**src/rtl/program_counter_pkg.sv**
```systemverilog
// rtl/program_counter_pkg.sv - shared jump encodings and program counter defaults
package program_counter_pkg;

    localparam int          PC_WIDTH        = 16;
    localparam logic [15:0] PC_RESET_VECTOR = 16'h0000;

    // Hack jump field {j1,j2,j3} = {lt, eq, gt}
    typedef enum logic [2:0] {
        JNULL = 3'b000,
        JGT   = 3'b001,
        JEQ   = 3'b010,
        JGE   = 3'b011,
        JLT   = 3'b100,
        JNE   = 3'b101,
        JLE   = 3'b110,
        JMP   = 3'b111
    } jmp_e;

endpackage

```
**src/rtl/program_counter_if.sv**
```systemverilog
// rtl/program_counter_if.sv - control, flag and address bundle between CPU core and program counter
interface program_counter_if
    import program_counter_pkg::*;
#(
    parameter int WIDTH = PC_WIDTH
);
    logic             en;
    logic             clr;
    logic [WIDTH-1:0] a_in;
    logic             is_c;
    logic [2:0]       jmp;
    logic             zr;
    logic             ng;
    logic [WIDTH-1:0] pc;
    logic             take;
    logic             jumped;
    logic             wrapped;

    modport master (
        output en, clr, a_in, is_c, jmp, zr, ng,
        input  pc, take, jumped, wrapped
    );

    modport slave (
        input  en, clr, a_in, is_c, jmp, zr, ng,
        output pc, take, jumped, wrapped
    );
endinterface

```
**src/rtl/program_counter_jump_cond.sv**
```systemverilog
// rtl/program_counter_jump_cond.sv - combinational Hack jump condition against ALU flags
module jump_cond (
    input  logic [2:0] jmp,
    input  logic       zr,
    input  logic       ng,
    input  logic       is_c,
    output logic       take
);
    logic lt;
    logic eq;
    logic gt;

    assign lt = ng;
    assign eq = zr;
    assign gt = ~zr & ~ng;

    // A-instructions carry no jump field, so they never jump
    assign take = is_c & ((jmp[2] & lt) | (jmp[1] & eq) | (jmp[0] & gt));
endmodule

```
**src/rtl/program_counter.sv**
```systemverilog
// rtl/program_counter.sv - instruction-address register with conditional jump load
module program_counter
    import program_counter_pkg::*;
#(
    parameter int               WIDTH        = PC_WIDTH,
    parameter logic [WIDTH-1:0] RESET_VECTOR = WIDTH'(PC_RESET_VECTOR)
) (
    input  logic               clk,
    input  logic               rst_n,
    program_counter_if.slave   bus
);
    logic [WIDTH-1:0] pc_q;
    logic             jumped_q;
    logic             wrapped_q;
    logic             take;

    jump_cond u_jump_cond (
        .jmp  (bus.jmp),
        .zr   (bus.zr),
        .ng   (bus.ng),
        .is_c (bus.is_c),
        .take (take)
    );

    // clr outranks en; a taken jump is a plain load and never marks a wrap
    always_ff @(posedge clk or negedge rst_n) begin
        if (!rst_n) begin
            pc_q      <= RESET_VECTOR;
            jumped_q  <= 1'b0;
            wrapped_q <= 1'b0;
        end else if (bus.clr) begin
            pc_q      <= RESET_VECTOR;
            jumped_q  <= 1'b0;
            wrapped_q <= 1'b0;
        end else if (bus.en) begin
            if (take) begin
                pc_q     <= bus.a_in;
                jumped_q <= 1'b1;
            end else begin
                pc_q     <= pc_q + WIDTH'(1);
                jumped_q <= 1'b0;
                if (&pc_q) begin
                    wrapped_q <= 1'b1;
                end
            end
        end
    end

    assign bus.pc      = pc_q;
    assign bus.take    = take;
    assign bus.jumped  = jumped_q;
    assign bus.wrapped = wrapped_q;
endmodule

```
**src/flat_wrapper.sv**
```systemverilog
// flat-port wrapper written by rule: the top's interface ports become plain ports
module program_counter_flat import program_counter_pkg::*;
#(
    parameter int               WIDTH        = PC_WIDTH,
    parameter logic [WIDTH-1:0] RESET_VECTOR = WIDTH'(PC_RESET_VECTOR)
)
  (clk, rst_n, bus_en, bus_clr, bus_a_in, bus_is_c, bus_jmp, bus_zr, bus_ng, bus_pc, bus_take, bus_jumped, bus_wrapped);
  program_counter_if #(.WIDTH(WIDTH)) bus_i ();
  input  logic clk;
  input  logic rst_n;
  input wire logic [$bits(bus_i.en)-1:0] bus_en;
  input wire logic [$bits(bus_i.clr)-1:0] bus_clr;
  input wire logic [$bits(bus_i.a_in)-1:0] bus_a_in;
  input wire logic [$bits(bus_i.is_c)-1:0] bus_is_c;
  input wire logic [$bits(bus_i.jmp)-1:0] bus_jmp;
  input wire logic [$bits(bus_i.zr)-1:0] bus_zr;
  input wire logic [$bits(bus_i.ng)-1:0] bus_ng;
  output wire logic [$bits(bus_i.pc)-1:0] bus_pc;
  output wire logic [$bits(bus_i.take)-1:0] bus_take;
  output wire logic [$bits(bus_i.jumped)-1:0] bus_jumped;
  output wire logic [$bits(bus_i.wrapped)-1:0] bus_wrapped;
  assign bus_i.en = bus_en;
  assign bus_i.clr = bus_clr;
  assign bus_i.a_in = bus_a_in;
  assign bus_i.is_c = bus_is_c;
  assign bus_i.jmp = bus_jmp;
  assign bus_i.zr = bus_zr;
  assign bus_i.ng = bus_ng;
  assign bus_pc = bus_i.pc;
  assign bus_take = bus_i.take;
  assign bus_jumped = bus_i.jumped;
  assign bus_wrapped = bus_i.wrapped;
  program_counter #(.WIDTH(WIDTH), .RESET_VECTOR(RESET_VECTOR)) u_core (.clk(clk), .rst_n(rst_n), .bus(bus_i));
endmodule
```
**config.mk**
```make
export PLATFORM = sky130hd
export DESIGN_NAME = program_counter_flat
export DESIGN_NICKNAME = d
export VERILOG_FILES = /design/src/rtl/program_counter_pkg.sv /design/src/rtl/program_counter_if.sv /design/src/rtl/program_counter_jump_cond.sv /design/src/rtl/program_counter.sv /design/src/flat_wrapper.sv
export SDC_FILE = /design/constraint.sdc
export NUM_CORES = 1
export LEC_CHECK = 0
export CORE_MARGIN = 1
export CORE_UTILIZATION = 25
export CTS_BUF_LIST = sky130_fd_sc_hd__clkbuf_16
export CTS_CLUSTER_SIZE = 20
export DETAILED_ROUTE_END_ITERATION = 8
export PLACE_DENSITY_LB_ADDON = 0.3
export SLEW_MARGIN = 25
export SYNTH_ARGS = -nofsm -noshare
export SYNTH_HDL_FRONTEND = slang
export SYNTH_SLANG_ARGS = --single-unit
```
**constraint.sdc**
```tcl
create_clock -name clk -period 1.8 [get_ports clk]
set_input_delay 0.18 -clock clk [delete_from_list [all_inputs] [get_ports clk]]
set_output_delay 0.18 -clock clk [all_outputs]
set_load 0.1 [all_outputs]
```
## Yosys cells after proc, flatten, opt, wreduce, memory -nomap -nowiden

Index checks and enable logic that the tools add are counted.

- Add/subtract/negate cells: 1
- Equality and inequality tests: 1
- Mux-type cells: 10
- Bitwise operators: 9
- Reduce and logical (&&, ||, !) cells: 4

Operators with widths:

| cell | count |
|---|---|
| $mux 16 | 3 |
| $add 16x1->16 const B | 1 |
| $reduce_and 16->1 | 1 |
| $mux 1 | 7 |
| $and 1x1->1 | 5 |
| $reduce_bool 2->1 | 2 |
| $reduce_and 3->1 | 1 |
| $ne 2x2->1 const B | 1 |
| $not 1->1 | 2 |
| $or 1x1->1 | 2 |

- Register bits after elaboration: 18
- Input port bits: 26
- Output and inout port bits: 19
- Word-level logic and storage cells: 28

## Logic depth before layout (Yosys ltp)

Gate-level depths: netlist (run 1).

- Depth in word-level cells: 8
- Gate-level depth with buffers: 6
- Depth with buffers taken out: 5

## Hierarchy

Synthesis (run 1) repeated with hierarchy kept, for this count alone.

- Cells, all modules: 145
- Area, all modules: 1,249.9 um^2

By module, submodules not included:

| module | instances | cells an instance | area each (um^2) | sequential area each (um^2) |
|---|---|---|---|---|
| program_counter | 1 | 142 | 1,226.2 | 450.4 |
| jump_cond | 1 | 3 | 23.8 | 0.0 |

## Worst setup path before layout (run 1)

Ideal clock, no wire load.

- Kind: register to register
- Start: reg u_core.pc_q[2] (netlist: u_core.bus.pc[2])
- End: reg u_core.pc_q[15] (netlist: u_core.bus.pc[15])
- Setup time: 0.071 ns
- Data arrival time: 2.267 ns
- Data required time: 1.729 ns
- Path slack: -0.539 ns
- Cell stages (with the launch flop): 5
- Path buffers: 0
- Period minus slack after synthesis: 2.339 ns
- Cell sequence: dfrtp_1 nand4_4 or4_4 or4_1 nand3_1

- Word-level cells in the longest chain between the ends: 4

Ends and longest elaborated chain:

| element | RTL line | source |
|---|---|---|
| from (decl) | program_counter.sv:12 | `logic [WIDTH-1:0] pc_q;` |
| from (signal assigned) | program_counter.sv:37 | `pc_q <= bus.a_in;` |
| from (signal assigned) | program_counter.sv:40 | `pc_q <= pc_q + WIDTH'(1);` |
| $add 16x1->16 | program_counter.sv:40 |  |
| $mux 16 | program_counter.sv:36 | `if (take) begin` |
| $mux 16 | program_counter.sv:35 | `end else if (bus.en) begin` |
| $mux 16 | program_counter.sv:31 | `end else if (bus.clr) begin` |

No other way between the ends. The select of a mux whose other input is x is not followed.
A chain may end at the register's enable or synchronous reset.

## Final worst setup path (run 1)

- Start: reg u_core.pc_q[0] (netlist: u_core.bus.pc[0])
- End: reg u_core.pc_q[10] (netlist: u_core.bus.pc[10])

Same word-level chain as after synthesis.

==> results of run 1 <==
final cells by class:
cell class | count | area, µm²
multi-input cells | 105 | 752.0
clock inverters | 1 | 3.754
fillers | 446 | 2584
repair buffers | 72 | 747.0
inverters | 9 | 33.78
clock buffers | 3 | 75.07
well taps | 67 | 83.83
flip-flops and latches | 18 | 506.7
through the flow:
| step | setup WS, ns | hold slack [ns] | util [%] | setup TNS, ns | cells |
|---|---|---|---|---|---|
| 6_report | 0.06394 | 0.2606 | 46.01 | 0 | 275 |
| 5_1_grt | 0.02522 | 0.2965 | 46.01 | 0 | 275 |
| 4_1_cts | 0.003403 | 0.2701 | 44.92 | 0 | 270 |
| 3_5_place_dp | -0.1230 | 0.5124 | 43.27 | -0.9430 | 266 |
| 3_3_place_gp | -0.09652 | 0.5102 | 43.27 | -0.5880 | 266 |
| 2_1_floorplan | -0.05264 | -0.1156 | - | -0.06012 | 140 |
timing repair:
action | CTS | global route
resized for setup | 0 | 5
buffers inserted | 0 | 4
setup endpoints to repair | 0 | 1
critical path, stage by stage, from the launching register on:
cell and delay, ns:
dfrtp_4 0.51, ha_1 0.23, nand3_1 0.18, buf_4 0.18
nor4_1 0.05, mux2_2 0.27, a32o_1 0.20
flip-flops by register name (all words and copies together) (netlist names):
register and cells:
u_core.bus.pc 16, u_core.bus.wrapped 1, u_core.bus.jumped 1
cells in the mapped netlist, types with 3 or more instances:
cell,instances,share of area (%)
dfrtp_1,18,36
nor2_1,14,4.2
o21ai_0,9,3.6
nand2_1,8,2.4
nand3_1,8,3.2
inv_1,7,2.1
mux2_2,7,6.3
nor4_1,7,3.5
a32o_1,6,4.8
nor3_1,6,2.4
clkbuf_1,5,1.5
mux2i_1,5,4.0
nand4_1,4,2.0
buf_2,3,1.2
nand2b_1,3,1.5
nand4_4,3,5.1
layer usage:
layer | global-route usage, % | up-vias
met3 | 2.624 | 7
met5 | 0 | -
met2 | 26.23 | 49
met4 | 6.318 | 0
li1 | - | 676
met1 | 21.40 | 646
path summary, 6_finish.rpt:
kind,depth (start not counted),slack (ns),from,endpoint
worst max-delay path,6,0.06,u_core.bus.pc[0]$_DFFE_PN0P_,u_core.bus.pc[10]$_DFFE_PN0P_
worst max register to register,6,0.06,u_core.bus.pc[0]$_DFFE_PN0P_,u_core.bus.pc[10]$_DFFE_PN0P_
max in group asynchronous,2,1.31,rst_n,u_core.bus.pc[5]$_DFFE_PN0P_
worst min-delay path,2,0.26,rst_n,u_core.bus.pc[8]$_DFFE_PN0P_
min in group clk,3,0.51,bus_a_in[0],u_core.bus.pc[0]$_DFFE_PN0P_
worst min register to register,2,0.53,u_core.bus.jumped$_DFFE_PN0P_,u_core.bus.jumped$_DFFE_PN0P_
where the power goes:
part | total [W] | internal [W] | leakage [nW] | switching (W)
logic | 0.000452 | 0.000189 | 0.641 | 0.000262
clock network | 0.000458 | 0.000296 | 0.0423 | 0.000162
registers | 0.000472 | 0.000435 | 0.218 | 0.0000374
total | 0.00138 | 0.000920 | 0.902 | 0.000462
cell families after synthesis:
kind of cell,after synthesis,share of synthesized area (%)
buf+inv,17,5.357
simple gates,61,29.07
mux,12,10.22
compound gates,31,18.65
fa+ha+maj,1,0.9919
flops,18,35.71
==> results.json, run 1 <==
{
  "overflow": 0,
  "cts_buffer_depth": 2,
  "core_area_um2": 4786,
  "ant_nets": 0,
  "met2_length_um": 1869,
  "highest_layer": "met4",
  "nets": 236,
  "hold_path_class": "input pin to asynchronous set/reset pin",
  "synth_edf_count": 0,
  "hold_viol": 0,
  "max_slew.worst_pin.slew_ns": 0.2883,
  "drt-total-wl_um": 4035,
  "dr_total_vias": 1378,
  "top_level_ports": 45,
  "gp_congestion": 0.8365,
  "drv_cap": 0,
  "drive_gt1_share_pct": 38.46,
  "critPathKind": "flip-flop to flip-flop",
  "path_max_fanout": 5,
  "htree_levels": 1,
  "cts_tree": "yes",
  "grt_pass1_wl_um": 6513,
  "die_h_um": 73.03,
  "routedWlPerCell_um": 14.67,
  "required_ns": 1.94,
  "power_w": 0.001382,
  "syn_area_um2": 1261,
  "cts_sinks": 18,
  "area_delta_synth_final_pct": 74.60,
  "ys_types": 37,
  "rows": 25,
  "dieArea_um2": 5333,
  "synth_cells": 140,
  "ir_worst_vdd_uv": 315.1,
  "first_pass_iters": 4,
  "grt_pass1_vias": 1346,
  "cellPowerDensity_nw_per_um2": 627.4,
  "ys_ff_latch": 18,
  "ys_seq_area_share_pct": 35.71,
  "skew_ns": 0.003582,
  "initial_core_util_pct": 26.35,
  "clockRootBuffer": "clkbuf_16",
  "fin_crit_ns": 1.736,
  "leakage_nw": 0.9016,
  "cp-end-kind": "flip-flop",
  "status": "completed",
  "dr_wl_met3_um": 209,
  "clock_latency_ns": 0.25,
  "async_reset_ff_share_pct": 100.0,
  "grt_usage_pct": 16.17,
  "port_buffers": 44,
  "finalCritPeriodShare_pct": 96.45,
  "slew_violations": 0,
  "critPathArrivalTime_ns": 1.88,
  "clock.fmax_ghz": 0.5760,
  "avgSynthCellArea_um2": 9.009,
  "postLayoutCellArea_um2": 2202,
  "rsz0062_at_grt": "false",
  "diodes": 0,
  "synthFlopType": "dfrtp_1",
  "ys_warn_count": 0,
  "numCtsBuffers": 3,
  "layout_common_cells": "34 x buf_4, 23 x clkdlybuf4s50_1, 15 x dfrtp_4",
  "holdBufCountCts": 0,
  "wl_met1_um": 1890,
  "slew_headroom_pct": 80.60,
  "drc": 0,
  "initialDrtViolationCount": 60,
  "grt_start_max_net_pins": 19,
  "dpl_cell_area_um2": 2071,
  "antenna_found_initial": 0,
  "hpwl_um": 2894,
  "clk_pin_slew_ns": 0.06,
  "setup_viol": 0,
  "avgViaCountPerCell": 5.011,
  "final_common_cell": "buf_4",
  "syn_nets": 167,
  "start_kind": "flip-flop",
  "dieWidth_um": 73.03
}
(Power assumes the default switching activity.)
==> inputs of run 2 (changes only) <==
- CORE_UTILIZATION: 25 -> 44
- CTS_BUF_LIST: sky130_fd_sc_hd__clkbuf_16 -> not set
==> run 2 against run 1 <==
Against the previous run: global-route usage is 10 points higher; maximum frequency is 0.66% higher; sequential power hardly changed; worst setup slack improved by 0.011 ns; flip-flop and latch count unchanged; final cell count is 15% lower; worst hold slack got worse by 0.061 ns; via count increased by 3.8%; sequential share of layout area increased by 2.1 points; critical path depth up 1; clock power down 44%; clock skew decreased by 0.0025 ns.
==> results.json, run 2 (synthesis results as in run 1) <==
{
  "rows": 19,
  "clk_pin_slew_ns": 0.11,
  "gp_congestion": 0.8919,
  "worst-path-buf-inv": 5,
  "final-seq-area_um2": 506.7,
  "avgViaCountPerCell": 6.085,
  "slowest_delay_ns": 0.44,
  "fin_crit_ns": 1.725,
  "setup_viol": 0,
  "cts_buffer_depth": 2,
  "critPathArrivalTime_ns": 1.54,
  "status": "completed",
  "fillers": 195,
  "dieArea_um2": 3085,
  "leakage_nw": 0.8270,
  "slew_violations": 0,
  "crit_cells": 7,
  "routedWlPerCell_um": 16.41,
  "rsz0062_at_grt": "false",
  "dr_total_vias": 1430,
  "holdBufCountCts": 0,
  "reg2reg_slack_ns": 0.11,
  "diodes": 0,
  "dieWidth_um": 55.54,
  "clockRootBuffer": "clkbuf_4",
  "multi_input_area_um2": 752.0,
  "cp-end-kind": "primary output",
  "cpLargestDelayFamily": "buffers and inverters",
  "nets": 232,
  "overflow": 0,
  "max_slew.worst_pin.slew_ns": 0.2956,
  "largest_register_ffs": 16,
  "slew_headroom_pct": 80.11,
  "postLayoutCellArea_um2": 2019,
  "worstSetupEndpoint": "bus_take",
  "drc": 0,
  "first_pass_iters": 4,
  "path_max_fanout": 12,
  "cts_tree": "yes",
  "start_kind": "input pin",
  "dpl_cell_area_um2": 1933,
  "hold_path_class": "input pin to asynchronous set/reset pin",
  "r2r_start": "u_core.bus.pc[4]$_DFFE_PN0P_",
  "grt_pass1_vias": 1412,
  "initial_core_util_pct": 46.13,
  "finish.utilization_pct": 73.87,
  "clock.fmax_ghz": 0.5798,
  "critPathKind": "input pin to primary output",
  "worstPathCellList": "clkdlybuf4s50_1, a22o_1, o21ai_2, buf_6, inv_2, buf_4, buf_12",
  "core_area_um2": 2734,
  "reg2reg_depth": 4,
  "numCtsBuffers": 3,
  "cellPowerDensity_nw_per_um2": 570.1,
  "die_h_um": 55.54,
  "required_ns": 1.62,
  "initialDrtViolationCount": 66,
  "drt-total-wl_um": 3857,
  "hold_viol": 0,
  "layout_common_cells": "36 x buf_4, 25 x clkdlybuf4s50_1, 15 x dfrtp_4",
  "ant_nets": 0,
  "hpwl_um": 2802,
  "antenna_found_initial": 0,
  "final_common_cell": "buf_4",
  "top_level_ports": 45,
  "stdcell_count": 235,
  "grt_pass1_wl_um": 6596,
  "port_buffers": 44,
  "grt_start_max_net_pins": 19,
  "placed_cells": 226,
  "ir_worst_vdd_uv": 510.7,
  "cp-startpoint": "bus_ng",
  "finalCritPeriodShare_pct": 95.81,
  "grt_usage_pct": 26.37,
  "area_delta_synth_final_pct": 60.12,
  "skew_ns": 0.001120,
  "hold_ws_ns": 0.1999,
  "r2r-end": "u_core.bus.pc[15]$_DFFE_PN0P_",
  "drv_cap": 0,
  "htree_levels": 1,
  "crit_slowest_cell": "clkdlybuf4s50_1",
  "drive_gt1_share_pct": 37.75,
  "cts_sinks": 18,
  "clock_latency_ns": 0.29
}
run 2: worst min-delay path by stage:
stage	endpoint	slack [ns]
after global placement	u_core.bus.jumped$_DFFE_PN0P_	0.51
after global routing	u_core.bus.pc[0]$_DFFE_PN0P_	0.21
final	u_core.bus.pc[0]$_DFFE_PN0P_	0.20
after floorplan	u_core.bus.jumped$_DFFE_PN0P_	-0.12
after CTS	u_core.bus.pc[0]$_DFFE_PN0P_	0.20
after detailed placement	u_core.bus.wrapped$_DFFE_PN0P_	0.51
run 2: layer usage:
metal  routed length (µm)  GRT usage, %
met1                 1645         36.79
met3                  279         3.747
met4                   69         8.214
met2                 1863         42.34
met5                    0             0
run 2: repair_timing:
action	4_1_cts	5_1_grt
setup buffers	0	5
pin swaps	0	1
endpoints found under the setup margin	1	1
gates resized for setup	1	2
gates cloned	0	0
run 2: final cells by class:
type | instances | share of cell area [%]
Tap cell | 31 | 1.921
Timing Repair Buffer | 68 | 32.28
Sequential cell | 18 | 25.09
Clock buffer | 4 | 1.797
Inverter | 9 | 1.673
Multi-Input combinational cell | 105 | 37.24
run 2: through the flow:
stage	total power [W]	setup slack [ns]	setup TNS (ns)
6_report	0.001151	0.07539	0
5_1_grt	0.001193	0.01471	0
4_1_cts	0.001138	0.008168	0
3_5_place_dp	0.0008869	-0.1694	-1.153
3_3_place_gp	0.0008787	-0.09236	-0.6680
2_1_floorplan	0.0007158	-0.05264	-0.06012
run 2: report_power, final:
part | switching [W] | internal (W) | total, W
clock | 0.000132 | 0.000123 | 0.000255
combinational | 0.000258 | 0.000168 | 0.000426
sequential | 0.0000366 | 0.000434 | 0.000471
total | 0.000427 | 0.000725 | 0.00115
==> inputs of run 3 (changes only) <==
--- a/config.mk
+++ b/config.mk
@@ -7,2 +7,3 @@
 export LEC_CHECK = 0
+export CAP_MARGIN = 5
 export CORE_MARGIN = 1
--- a/constraint.sdc
+++ b/constraint.sdc
@@ -3,2 +3,2 @@
 set_output_delay 0.18 -clock clk [all_outputs]
-set_load 0.1 [all_outputs]
+set_load 0.005 [all_outputs]
==> run 3 against run 2 <==
Against the previous run: non-clock buffer count shrank 4; clock skew is essentially flat; flip-flop and latch count did not move; sequential share of layout area shrank 1.5 points; global-route usage rose by 0.46 points; routed wire length grew 7.3%; final cell count decreased by 1.7%; largest power group unchanged.
==> results.json, run 3 (synthesis results as in run 1) <==
{
  "hpwl_um": 2956,
  "cp-startpoint": "u_core.bus.pc[5]$_DFFE_PN0P_",
  "start_kind": "flip-flop",
  "placed_cells": 226,
  "p_switching_w": 0.0002918,
  "clk_pin_slew_ns": 0.12,
  "holdBufCountCts": 0,
  "antenna_found_initial": 0,
  "place_ws_ns": -0.1216,
  "path_max_fanout": 5,
  "clock.fmax_ghz": 0.5793,
  "largest_register_ffs": 16,
  "finalCritPeriodShare_pct": 95.91,
  "hold_path_class": "input pin to asynchronous set/reset pin",
  "setup_viol": 0,
  "slew_violations": 0,
  "grt_usage_pct": 26.83,
  "hold_viol": 0,
  "overflow": 0,
  "grt_pass1_vias": 1365,
  "drc": 0,
  "ir_worst_vdd_uv": 363.0,
  "routedWlPerCell_um": 17.92,
  "final_common_cell": "clkdlybuf4s50_1",
  "port_buffers": 44,
  "drive_gt1_share_pct": 21.50,
  "grt_start_max_net_pins": 26,
  "critPathArrivalTime_ns": 1.98,
  "grt_pass1_wl_um": 6527,
  "cp-end-kind": "flip-flop",
  "diodes": 0,
  "avgViaCountPerCell": 6.377,
  "cts_tree": "yes",
  "cellPowerDensity_nw_per_um2": 514.0,
  "required_ns": 2.05,
  "layout_common_cells": "43 x clkdlybuf4s50_1, 19 x buf_4, 16 x dfrtp_1",
  "rows": 19,
  "gp_congestion": 0.8517,
  "skew_ns": 0.001135,
  "seqPwrFrac_pct": 46.1,
  "core_area_um2": 2734,
  "drt-total-wl_um": 4139,
  "slew_headroom_pct": 81.19,
  "htree_levels": 1,
  "reg2reg_slack_ns": 0.07,
  "cts_sinks": 18,
  "r2r-end": "u_core.bus.pc[15]$_DFFE_PN0P_",
  "tns_ns": 0,
  "stdcell_count": 231,
  "initialDrtViolationCount": 62,
  "die_h_um": 55.54,
  "clkPwrFrac_pct": 27.7,
  "max_slew.worst_pin.slew_ns": 0.2804,
  "p_int_w": 0.0006959,
  "clock_latency_ns": 0.31,
  "initial_core_util_pct": 46.13,
  "top_level_ports": 45,
  "dr_total_vias": 1473,
  "status": "completed",
  "dieWidth_um": 55.54,
  "cts_buffer_depth": 2,
  "rsz0062_at_grt": "false",
  "r2r_start": "u_core.bus.pc[5]$_DFFE_PN0P_",
  "reg2reg_depth": 4,
  "dieArea_um2": 3085,
  "p_comb_share_pct": 26.2,
  "area_delta_synth_final_pct": 52.38,
  "drv_cap": 0,
  "swShare_pct": 29.55,
  "numCtsBuffers": 3,
  "clockRootBuffer": "clkbuf_4",
  "first_pass_iters": 4,
  "critPathKind": "flip-flop to flip-flop",
  "nets": 228,
  "fin_crit_ns": 1.726,
  "setup_ws_ns": 0.07364,
  "leakage_nw": 0.7890,
  "ant_nets": 0
}
[run 3: cell type report]
class / count / area, µm²
clock buffers: 4 / 36.28
flip-flops and latches: 18 / 452.9
repair buffers: 64 / 593.1
inverters: 9 / 33.78
fillers: 223 / 812.0
well taps: 31 / 38.79
multi-input cells: 105 / 767.0
[run 3: how the worst max path moves through the flow]
| stage | endpoint | slack (ns) |
|---|---|---|
| 6_report | u_core.bus.pc[15]$_DFFE_PN0P_ | 0.07 |
| 5_1_grt | u_core.bus.pc[5]$_DFFE_PN0P_ | 0.01 |
| 4_1_cts | u_core.bus.pc[15]$_DFFE_PN0P_ | 0.08 |
| 3_5_place_dp | u_core.bus.pc[15]$_DFFE_PN0P_ | -0.12 |
| 3_3_place_gp | bus_take | -0.08 |
| 2_1_floorplan | u_core.bus.pc[15]$_DFFE_PN0P_ | 0.14 |
[run 3: per-layer routing]
layer  part of all wire (%)  track usage (%)  up-vias  wire length [µm]
li1                       -                -      654                 -
met1                     41            34.83      708              1680
met2                     49            44.58       95              2019
met3                    7.9            4.450       16               326
met4                    2.7            10.36        0               113
met5                      0                0        -                 0
[run 3: worst max-delay path: stages (launching register included)]
cell and delay, ns:
dfrtp_1 0.48, nand4_4 0.12, or4_4 0.55, or4_1 0.42
nand3_1 0.10
[run 3: repair_timing]
item,CTS,global route
pin swaps,0,0
resized for setup,4,4
endpoints found under the setup margin,3,3
buffers inserted,1,0
[run 3: power groups by stage]
stage	logic, W	clock network [W]	registers, W
final	0.000259	0.000274	0.000455
after global routing	0.000276	0.000293	0.000457
after CTS	0.000254	0.000273	0.000453
after detailed placement	0.000248	0	0.000460
after global placement	0.000241	0	0.000458
after floorplan	0.0000906	0	0.000461
[run 3: stage by stage]
stage	cell area [µm²]	util (%)	hold WS, ns	power (W)
floorplan	1261	-	-0.1156	0.0005513
global placement	1849	67.64	0.4816	0.0006993
detailed placement	1849	67.64	0.4986	0.0007087
CTS	1907	69.75	0.2085	0.0009798
global route	1922	70.30	0.2236	0.001027
finish	1922	70.30	0.1939	0.0009878
